## src/rtl/ds1wm_bus_master.sv

```systemverilog
`default_nettype none
`timescale 1ns/1ps
// ============================================================================
//  Module   : ds1wm_bus_master
//  Purpose  : Host-side sequencer for the DS1WM CPU register port. It takes
//             one register read/write command at a time on a valid/ready
//             interface. For each command it runs the multiplexed strobe
//             cycle ADS -> SETUP -> STB -> HOLD and returns one response.
//             It also synchronises the DS1WM INTR line into the CLK domain.
//  Ports    : CLK, MR (sync, active-high master reset)
//             cmd_valid/cmd_ready/cmd_wr/cmd_addr/cmd_wdata : command channel
//             rsp_valid/rsp_ready/rsp_rdata                 : response channel
//             ADDR, ADS_N, EN_N, RD_N, WR_N, DATA_O, DATA_OE, DATA_I : DS1WM bus
//             INTR (async in), irq (synchronised), busy (not IDLE)
//  Revision : 1.0  initial release
// ============================================================================
module ds1wm_bus_master #(
    parameter int T_ADS   = 1,
    parameter int T_SETUP = 1,
    parameter int T_STB   = 2,
    parameter int T_HOLD  = 1
) (
    input  logic       CLK,
    input  logic       MR,
    input  logic       cmd_valid,
    output logic       cmd_ready,
    input  logic       cmd_wr,
    input  logic [2:0] cmd_addr,
    input  logic [7:0] cmd_wdata,
    output logic       rsp_valid,
    input  logic       rsp_ready,
    output logic [7:0] rsp_rdata,
    output logic [2:0] ADDR,
    output logic       ADS_N,
    output logic       EN_N,
    output logic       RD_N,
    output logic       WR_N,
    output logic [7:0] DATA_O,
    output logic       DATA_OE,
    input  logic [7:0] DATA_I,
    input  logic       INTR,
    output logic       irq,
    output logic       busy
);

    localparam logic [2:0] S_IDLE  = 3'd0;
    localparam logic [2:0] S_ADS   = 3'd1;
    localparam logic [2:0] S_SETUP = 3'd2;
    localparam logic [2:0] S_STB   = 3'd3;
    localparam logic [2:0] S_HOLD  = 3'd4;
    localparam logic [2:0] S_RESP  = 3'd5;

    // Phase lengths: a zero setting is treated as a single cycle.
    localparam logic [3:0] ADS_LOAD   = (T_ADS   == 0) ? 4'd1 : 4'(T_ADS);
    localparam logic [3:0] SETUP_LOAD = (T_SETUP == 0) ? 4'd1 : 4'(T_SETUP);
    localparam logic [3:0] STB_LOAD   = (T_STB   == 0) ? 4'd1 : 4'(T_STB);
    localparam logic [3:0] HOLD_LOAD  = (T_HOLD  == 0) ? 4'd1 : 4'(T_HOLD);

    logic [2:0] state;
    logic [3:0] phase_cnt;
    logic       lat_wr;
    logic [2:0] lat_addr;
    logic [7:0] lat_wdata;
    logic [7:0] rdata_q;
    logic       intr_meta;
    logic       irq_q;

    // The last cycle of a phase is the one where the down-counter reads 1.
    logic phase_done;
    assign phase_done = (phase_cnt == 4'd1);

    always_ff @(posedge CLK) begin
        if (MR) begin
            state     <= S_IDLE;
            phase_cnt <= 4'd0;
            lat_wr    <= 1'b0;
            lat_addr  <= 3'd0;
            lat_wdata <= 8'd0;
            rdata_q   <= 8'd0;
            intr_meta <= 1'b0;
            irq_q     <= 1'b0;
        end else begin
            intr_meta <= INTR;
            irq_q     <= intr_meta;

            case (state)
                S_IDLE: begin
                    if (cmd_valid) begin
                        lat_wr    <= cmd_wr;
                        lat_addr  <= cmd_addr;
                        lat_wdata <= cmd_wdata;
                        phase_cnt <= ADS_LOAD;
                        state     <= S_ADS;
                    end
                end
                S_ADS: begin
                    if (phase_done) begin
                        phase_cnt <= SETUP_LOAD;
                        state     <= S_SETUP;
                    end else begin
                        phase_cnt <= phase_cnt - 4'd1;
                    end
                end
                S_SETUP: begin
                    if (phase_done) begin
                        phase_cnt <= STB_LOAD;
                        state     <= S_STB;
                    end else begin
                        phase_cnt <= phase_cnt - 4'd1;
                    end
                end
                S_STB: begin
                    if (phase_done) begin
                        // Read data is taken at the rising strobe edge; a
                        // write response always reports zero.
                        rdata_q   <= lat_wr ? 8'h00 : DATA_I;
                        phase_cnt <= HOLD_LOAD;
                        state     <= S_HOLD;
                    end else begin
                        phase_cnt <= phase_cnt - 4'd1;
                    end
                end
                S_HOLD: begin
                    if (phase_done) begin
                        phase_cnt <= 4'd0;
                        state     <= S_RESP;
                    end else begin
                        phase_cnt <= phase_cnt - 4'd1;
                    end
                end
                S_RESP: begin
                    if (rsp_ready) begin
                        state <= S_IDLE;
                    end
                end
                default: begin
                    state     <= S_IDLE;
                    phase_cnt <= 4'd0;
                end
            endcase
        end
    end

    logic bus_active;
    assign bus_active = (state == S_ADS) || (state == S_SETUP) ||
                        (state == S_STB) || (state == S_HOLD);

    assign cmd_ready = (state == S_IDLE);
    assign rsp_valid = (state == S_RESP);
    assign rsp_rdata = rdata_q;
    assign busy      = (state != S_IDLE);

    assign ADDR    = bus_active ? lat_addr : 3'd0;
    assign ADS_N   = (state != S_ADS);
    assign EN_N    = !((state == S_SETUP) || (state == S_STB) || (state == S_HOLD));
    assign RD_N    = !((state == S_STB) && !lat_wr);
    assign WR_N    = !((state == S_STB) &&  lat_wr);
    assign DATA_OE = lat_wr && !EN_N;
    assign DATA_O  = DATA_OE ? lat_wdata : 8'h00;

    assign irq = irq_q;

endmodule
`default_nettype wire

```

## config.mk

```make
export PLATFORM = sky130hd
export DESIGN_NAME = ds1wm_bus_master
export DESIGN_NICKNAME = d
export VERILOG_FILES = /design/src/rtl/ds1wm_bus_master.sv
export SDC_FILE = /design/constraint.sdc
export NUM_CORES = 1
export LEC_CHECK = 0
export CAP_MARGIN = 20
export CORE_MARGIN = 3
export CORE_UTILIZATION = 40
export CTS_CLUSTER_SIZE = 30
export DETAILED_ROUTE_END_ITERATION = 12
export GPL_TIMING_DRIVEN = 1
export MAX_ROUTING_LAYER = met4
export PLACE_DENSITY = 0.74
export SYNTH_ARGS = -nofsm -noshare
export SYNTH_HDL_FRONTEND = slang
export SYNTH_SLANG_ARGS = --single-unit
```

## constraint.sdc

```tcl
create_clock -name CLK -period 1.6 [get_ports CLK]
set_input_delay 0.16 -clock CLK [delete_from_list [all_inputs] [get_ports CLK]]
set_output_delay 0.16 -clock CLK [all_outputs]
set_load 0.02 [all_outputs]
```

==> results of run 1 <==
==> placed cells by master (no fill, tap or decap), types with 2 or more instances in the layout <==
master and n:
buf_2 6, or3_1 4, a21oi_2 3, dfxtp_1 24
nand3b_1 8, clkbuf_2 3, buf_6 14, clkdlybuf4s50_1 33
nand2_1 37, clkbuf_1 3, nor2b_1 2, dfxtp_2 3
nor2_2 2, nand2b_1 2, buf_4 16, nor2_1 3
and2_1 10, nand3_2 2, nand3_1 2, and3_4 2
o21ai_0 2, inv_1 2, clkbuf_4 5, dfxtp_4 2
a21oi_1 23
==> stage by stage <==
stage	utilization, %	worst slack, ps
floorplan	-	9.568
global placement	64.25	-86.98
detailed placement	64.25	-162.8
CTS	66.46	-27.88
global route	68.98	-103.1
finish	68.98	-24.06
==> cells by family after synthesis <==
| group | synth area share (%) |
|---|---|
| compound gates | 14.90 |
| simple gates | 33.43 |
| mux | 1.453 |
| xor+xnor | 0.6359 |
| buf+inv | 5.631 |
| fa+ha+maj | 1.816 |
| flops | 42.14 |
==> cell type report <==
type / count / area share (%)
multi-input combinational: 128 / 37.73
timing repair buffer: 72 / 29.79
sequential: 29 / 27.00
tap: 44 / 2.511
clock buffer: 8 / 2.226
inverter: 4 / 0.7420
==> what timing repair did <==
action                                  in CTS  in global routing
pin swaps                                    8                 10
hold buffers                                 0                  0
gates cloned                                 0                  1
gates resized for setup                    100                 26
endpoints found under the setup margin      34                 35
buffers inserted                             0                  1
endpoints found under the hold margin        0                  0
==> routing by layer <==
layer  part of all wire [%]  routed length, um  vias up
li1                       -                  -      719
met2                     54               2066       30
met4                    1.1                 42        0
met3                    4.0                154        6
met5                      0                  0        -
met1                     41               1586      680
==> state kept, by name (all words and copies together) (netlist names) <==
signal	cells
phase_cnt	4
state	3
rsp_rdata	8
lat_wdata	8
lat_wr	1
irq	1
lat_addr	3
intr_meta	1
==> power breakdown <==
part           total [mW]  leakage [nW]  internal (mW)  switching (mW)
logic                1.45         0.568          0.698           0.757
registers           0.978         0.239          0.856           0.123
clock network       0.417        0.0265          0.175           0.243
total                2.85         0.834           1.73            1.12
==> worst max-delay path, delay by kind of cell (launching register included) <==
family | cells | cell delay [ps]
simple gates | 2 | 600
flops | 1 | 380
buf+inv | 1 | 150
==> worst max path at each step <==
stage / end / cells after the start
after detailed placement: DATA_O[7] / 6
after global routing: DATA_O[3] / 5
after CTS: DATA_O[7] / 5
final: ADDR[0] / 3
after global placement: DATA_O[4] / 6
after floorplan: DATA_O[0] / 5
==> results.md, run 1 <==
- Status: finished with violations
- Failing checks: negative setup slack
- Count leader, synth: nand2_1
- Design area: 2192 um2
- Total Wirelength: 3849 um
- Mapped Cells: 171
- Fill cell count: 262
- Hold Crit Start: cmd_addr[0]
- DR pass1 iterations: 4
- Met2 usage: 32.73%
- DP Area: between 2000 and 2500 um2
- IO Pins: 53
- Final GP Congestion: around 0.85
- Rel. slew slack: 76.29%
- Seq/Total Area, Yosys: 42.14%
- Reg2reg start: phase_cnt[1]
- Core footprint: 3178 um2
- Tmin final: about 1600 ps
- Routed wire length per instance: 13.51 um
- Final Cycle Share: 101.5%
- Worst setup path startpoint: state[2]
- CP Capture Type: output pin
- Synth-to-layout area growth: 59.13%
- Met3 Resource Use GR: 6.412%
- Initial antenna violation count: 0
- Main synth FF type: dfxtp_1
- Number of buffers created by CTS: 5
- RR Endpoint: rsp_rdata[2]
- Largest net degree at the start of global routing: 15
- Pleak: 0.8335 nW
- Multi-input logic area: about 830 um2
- Setup_tns: -32.94 ps
- CTS tree: built
- GR Util All Layers: about a fifth
- Cell Rows: 20
- Final worst slack: -24.06 ps
- Worst vdd ir: a little under 600 uV
- Crit Path Category: reg -> out
- Asr flop ratio synth: 0%
- RSZ-0062 raised after global routing: yes
- Max-cap violations: 0
- Number of synthesized flops with an enable pin: 0
- Clock Latency Late Sink: between 300 and 400 ps
- Die area: 4184 um2
- DRC errors left: 0
- Mapped Avg Cell Area: 8.056 um2
- Die Y: ~65 um
- Non-filler cells, final: roughly 290
- Pwr Density: 1300 nW/um2
- Yosys cell types: 37
- Clock-pin transition on the worst setup and hold timing paths: 90 ps
- H-tree Lvls: 2
- Nets: 267
- HPWL Detailed: ~2900 um
- #FFs+latches synth: 29
- Total power: 2.850 mW
- Diode count: 0
- Vias in the first global route: 1330
- CP Data Required Time: about 1400 ps
- ANT nets after route: 0
- Hold depth: 3
- Setup-failing EPs final: 4
- Sequential Area: 591.8 um2
- Final hold violations: 0
- PortBufs: 52
- Hold Path Class: in -> reg
- Vias per inst: 5.035
- Critical path launch point type: flip-flop
- DRT iter0 DRCs: 89
- Clock Tree Buf Depth: 2
- Layout cells sized above 1: a little under a third
- Syn Nets: 198
- GRT busiest layer: met2
- Synth top area cells: dfxtp_1, nand2_1, a21oi_1, and2_1, nand3b_1
- First-pass GRT wire length: 6175 um
- FF-to-FF setup slack: roughly 60 ps
- Critical Path Max Stage Delay: between 400 and 500 ps
- R2R cell count: 6
- Clk root buf: clkbuf_4
- Top cell type's share of synthesized area: 42.14%
- Placed insts: around 280
- M1 GR Usage: 22.50%
- WHS Endpoint: lat_addr[0]
- Post-synth top cells: nand2_1, dfxtp_1, a21oi_1, and2_1, nand3b_1
- GRT overflow: 0
- Die Wd: ~65 um
- Critical path's slowest cell: or3_4
- Clk sinks: 29
- Initial Utilization: 43.35%
- Worst Max-Slew Pin Slew: 354.5 ps
- Critical path peak fanout: 6
- Yosys warning total: 0
- Data arrival, critical path: 1460 ps
- Hold slack: 375.3 ps
- Post-Syn Area: 1378 um2
- CP Cell Sequence: or3_4 -> and3_1 -> buf_2
- Routed vias: 1435
- Pins Over Slew Limit: 0
- FMAX: 615.7 MHz
- Synth area leader: dfxtp_1
- Max Clock Skew: roughly 6.7 ps
(Power assumes the default switching activity.)
==> run 2, diff against run 1 <==
==> constraint.sdc (replaced) <==
create_clock -name CLK -period 1.6 [get_ports CLK]
set_input_delay 0.24 -clock CLK [delete_from_list [all_inputs] [get_ports CLK]]
set_output_delay 0.24 -clock CLK [all_outputs]
set_load 0.02 [all_outputs]
==> run 2 against run 1 <==
  * The flow still finishes with violations (negative setup slack)
  * Critical endpoint unchanged
  * Count of clock-buffer cells in the layout is 3 lower
  * Die area stayed put
  * Total power is 23% higher
  * Combinational power is 44% higher
  * Worst hold slack better by 73 ps
  * Critical path depth is 1 higher
  * Clock power is 5.0% higher
==> results.md, run 2 (same netlist as run 1, synthesis figures left out) <==
- Total Wirelength: 4907 um (+27%)
- Clock-pin transition on the worst setup and hold timing paths: 100 ps (about the same)
- Pins Over Slew Limit: 0 (unchanged)
- Pwr Density: 1404 nW/um2 (+7.9%)
- Sw Share: 39.86% (+0.50 points)
- HPWL Detailed: 2826 um (-1.7%)
- Layout cells sized above 1: 45.14% (+15 points)
- CTS tree: built
- Sequential share of power: 28.2% (-6.1 points)
- Routed vias: 1609 (+12%)
- Psw: 1.400 mW (+25%)
- Data arrival, critical path: 1530 ps (+70 ps)
- Vias in the first global route: 1515 (+14%)
- Setup_tns: -2993 ps (-2960 ps)
- Crit Path Category: reg -> out
- Clk root buf: clkbuf_4
- DR pass1 iterations: 7 (+3)
- Final Cycle Share: 110.4% (+8.9 points)
- DRC errors left: 0 (unchanged)
- Status: finished with violations
- Internal: 2.112 mW (+22%)
- Max-cap violations: 0 (unchanged)
- Number of buffers created by CTS: 5 (unchanged)
- Core footprint: 3178 um2 (unchanged)
- Largest net degree at the start of global routing: 16 (+1)
- Die Wd: 64.69 um (unchanged)
- PortBufs: 52 (unchanged)
- Most frequent cells in the layout: clkdlybuf4s50_1, nand2_1, buf_6
- Most common cell after layout, fill and taps aside: clkdlybuf4s50_1
- Clock Tree Buf Depth: 2 (unchanged)
- Nets: 283 (+6.0%)
- GRT overflow: 0 (unchanged)
- Clk sinks: 29 (unchanged)
- Final GP Congestion: 0.7764 (-8.1%)
- FMAX: 566.1 MHz (-8.1%)
- Setup-failing EPs final: 40 (+36)
- Die Y: 64.69 um (unchanged)
- H-tree Lvls: 2 (unchanged)
- Critical path peak fanout: 5 (-1)
- Routed wire length per instance: 16.30 um (+21%)
- Worst Max-Slew Pin Slew: 300.1 ps (-54.38 ps)
- Cell Rows: 20 (unchanged)
- Final hold violations: 0 (unchanged)
- Clock share of power: 12.5% (-2.1 points)
- CP Data Required Time: 1360 ps (-80 ps)
- Vias per inst: 5.346 (+6.2%)
- Clock Latency Late Sink: 330 ps (about the same)
- RSZ-0062 raised after global routing: yes
- Worst vdd ir: 670.9 uV (+13%)
- DRT iter0 DRCs: 93 (+4.5%)
- GR Util All Layers: 22.46% (+2.8 points)
- Rel. slew slack: 79.56% (+3.3 points)
- First-pass GRT wire length: 7155 um (+16%)
- IO Pins: 53 (unchanged)
- Diode count: 0 (unchanged)
- Synth-to-layout area growth: 81.65%
- Pleak: 0.9672 nW (+16%)
- Logic pwr share: 59.4% (+8.4 points)
- Total power: 3.512 mW (+23%)
- Tmin final: 1766 ps (+142.4 ps)
- Max Clock Skew: 7.994 ps (+1.338 ps)
- CP Capture Type: output pin
- Initial antenna violation count: 0 (unchanged)
- Critical path launch point type: flip-flop
- Initial Utilization: 43.35% (unchanged)
- Hold Path Class: in -> reg
- Failing checks: negative setup slack
- Final worst slack: -166.5 ps (-142.4 ps)
- ANT nets after route: 0 (unchanged)
- Die area: 4184 um2 (unchanged)
-- run 2: cell types whose count changed in the layout (fill, tap and decap cells not counted), moves of 3 or more --
cell and change:
buf_4 +9, nand2_2 +3, buf_6 +12, or3_1 -3, a21oi_1 -7, a21oi_2 +6, nand2_1 -5, clkbuf_2 -3
and2_4 +9, clkbuf_1 -3, buf_2 -3, and2_1 -8, or3_4 +3
-- run 2: metal layers --
layer	up-vias	part of all wire [%]	global-route usage, %
met5	-	0	-
met4	0	2.3	6.860
met3	14	5.9	4.506
met2	60	53	38.66
met1	780	39	26.38
li1	755	-	-
-- run 2: cell type report --
type / instances / area [um2]
repair buffers: 87 / 825.8
well taps: 44 / 55.05
flip-flops and latches: 29 / 593.1
fillers: 227 / 675.6
clock buffers: 5 / 37.54
multi-input cells: 129 / 957.2
clock inverters: 3 / 17.52
inverters: 4 / 16.27
-- run 2: final timing paths --
kind / startpoint / end / cells past startpoint / slack, ps
hold reg to reg: intr_meta / irq / 1 / 450
setup / recovery: state[2] / ADDR[0] / 4 / -170
setup reg to reg: state[2] / state[0] / 8 / -160
hold / removal: cmd_wdata[4] / lat_wdata[4] / 3 / 450
-- run 2: what timing repair did --
| item | 4_1_cts | 5_1_grt |
|---|---|---|
| pin swaps | 21 | 28 |
| cloned | 1 | 2 |
| setup endpoints to repair | 40 | 46 |
| hold buffers | 0 | 0 |
| resized for setup | 114 | 68 |
| setup buffers | 11 | 6 |
-- run 2: metrics by stage --
stage / instance area, um2 / hold slack [ps] / setup WS [ps] / util, % / std cells
after floorplan: 1381 / 368.2 / 3.122 / - / 171
after global placement: 2053 / 431.5 / -205.1 / 64.61 / 277
after detailed placement: 2053 / 446.5 / -277.1 / 64.61 / 277
after CTS: 2298 / 430.3 / -197.2 / 72.32 / 296
after global routing: 2502 / 457.5 / -225.3 / 78.74 / 301
final: 2502 / 448.0 / -166.5 / 78.74 / 301
-- run 2: power groups by stage --
| stage | registers (mW) | clock network (mW) | logic, mW |
|---|---|---|---|
| global placement | 0.943 | 0 | 1.30 |
| finish | 0.989 | 0.438 | 2.09 |
| global route | 1.01 | 0.486 | 2.22 |
| floorplan | 0.935 | 0 | 0.849 |
| detailed placement | 0.952 | 0 | 1.34 |
| CTS | 0.957 | 0.451 | 1.69 |
-- run 2: worst max-delay path: stages, from the launching register on --
cell and delay, ps:
dfxtp_4 370, buf_6 120, or3_4 400, and3_4 200, buf_6 120
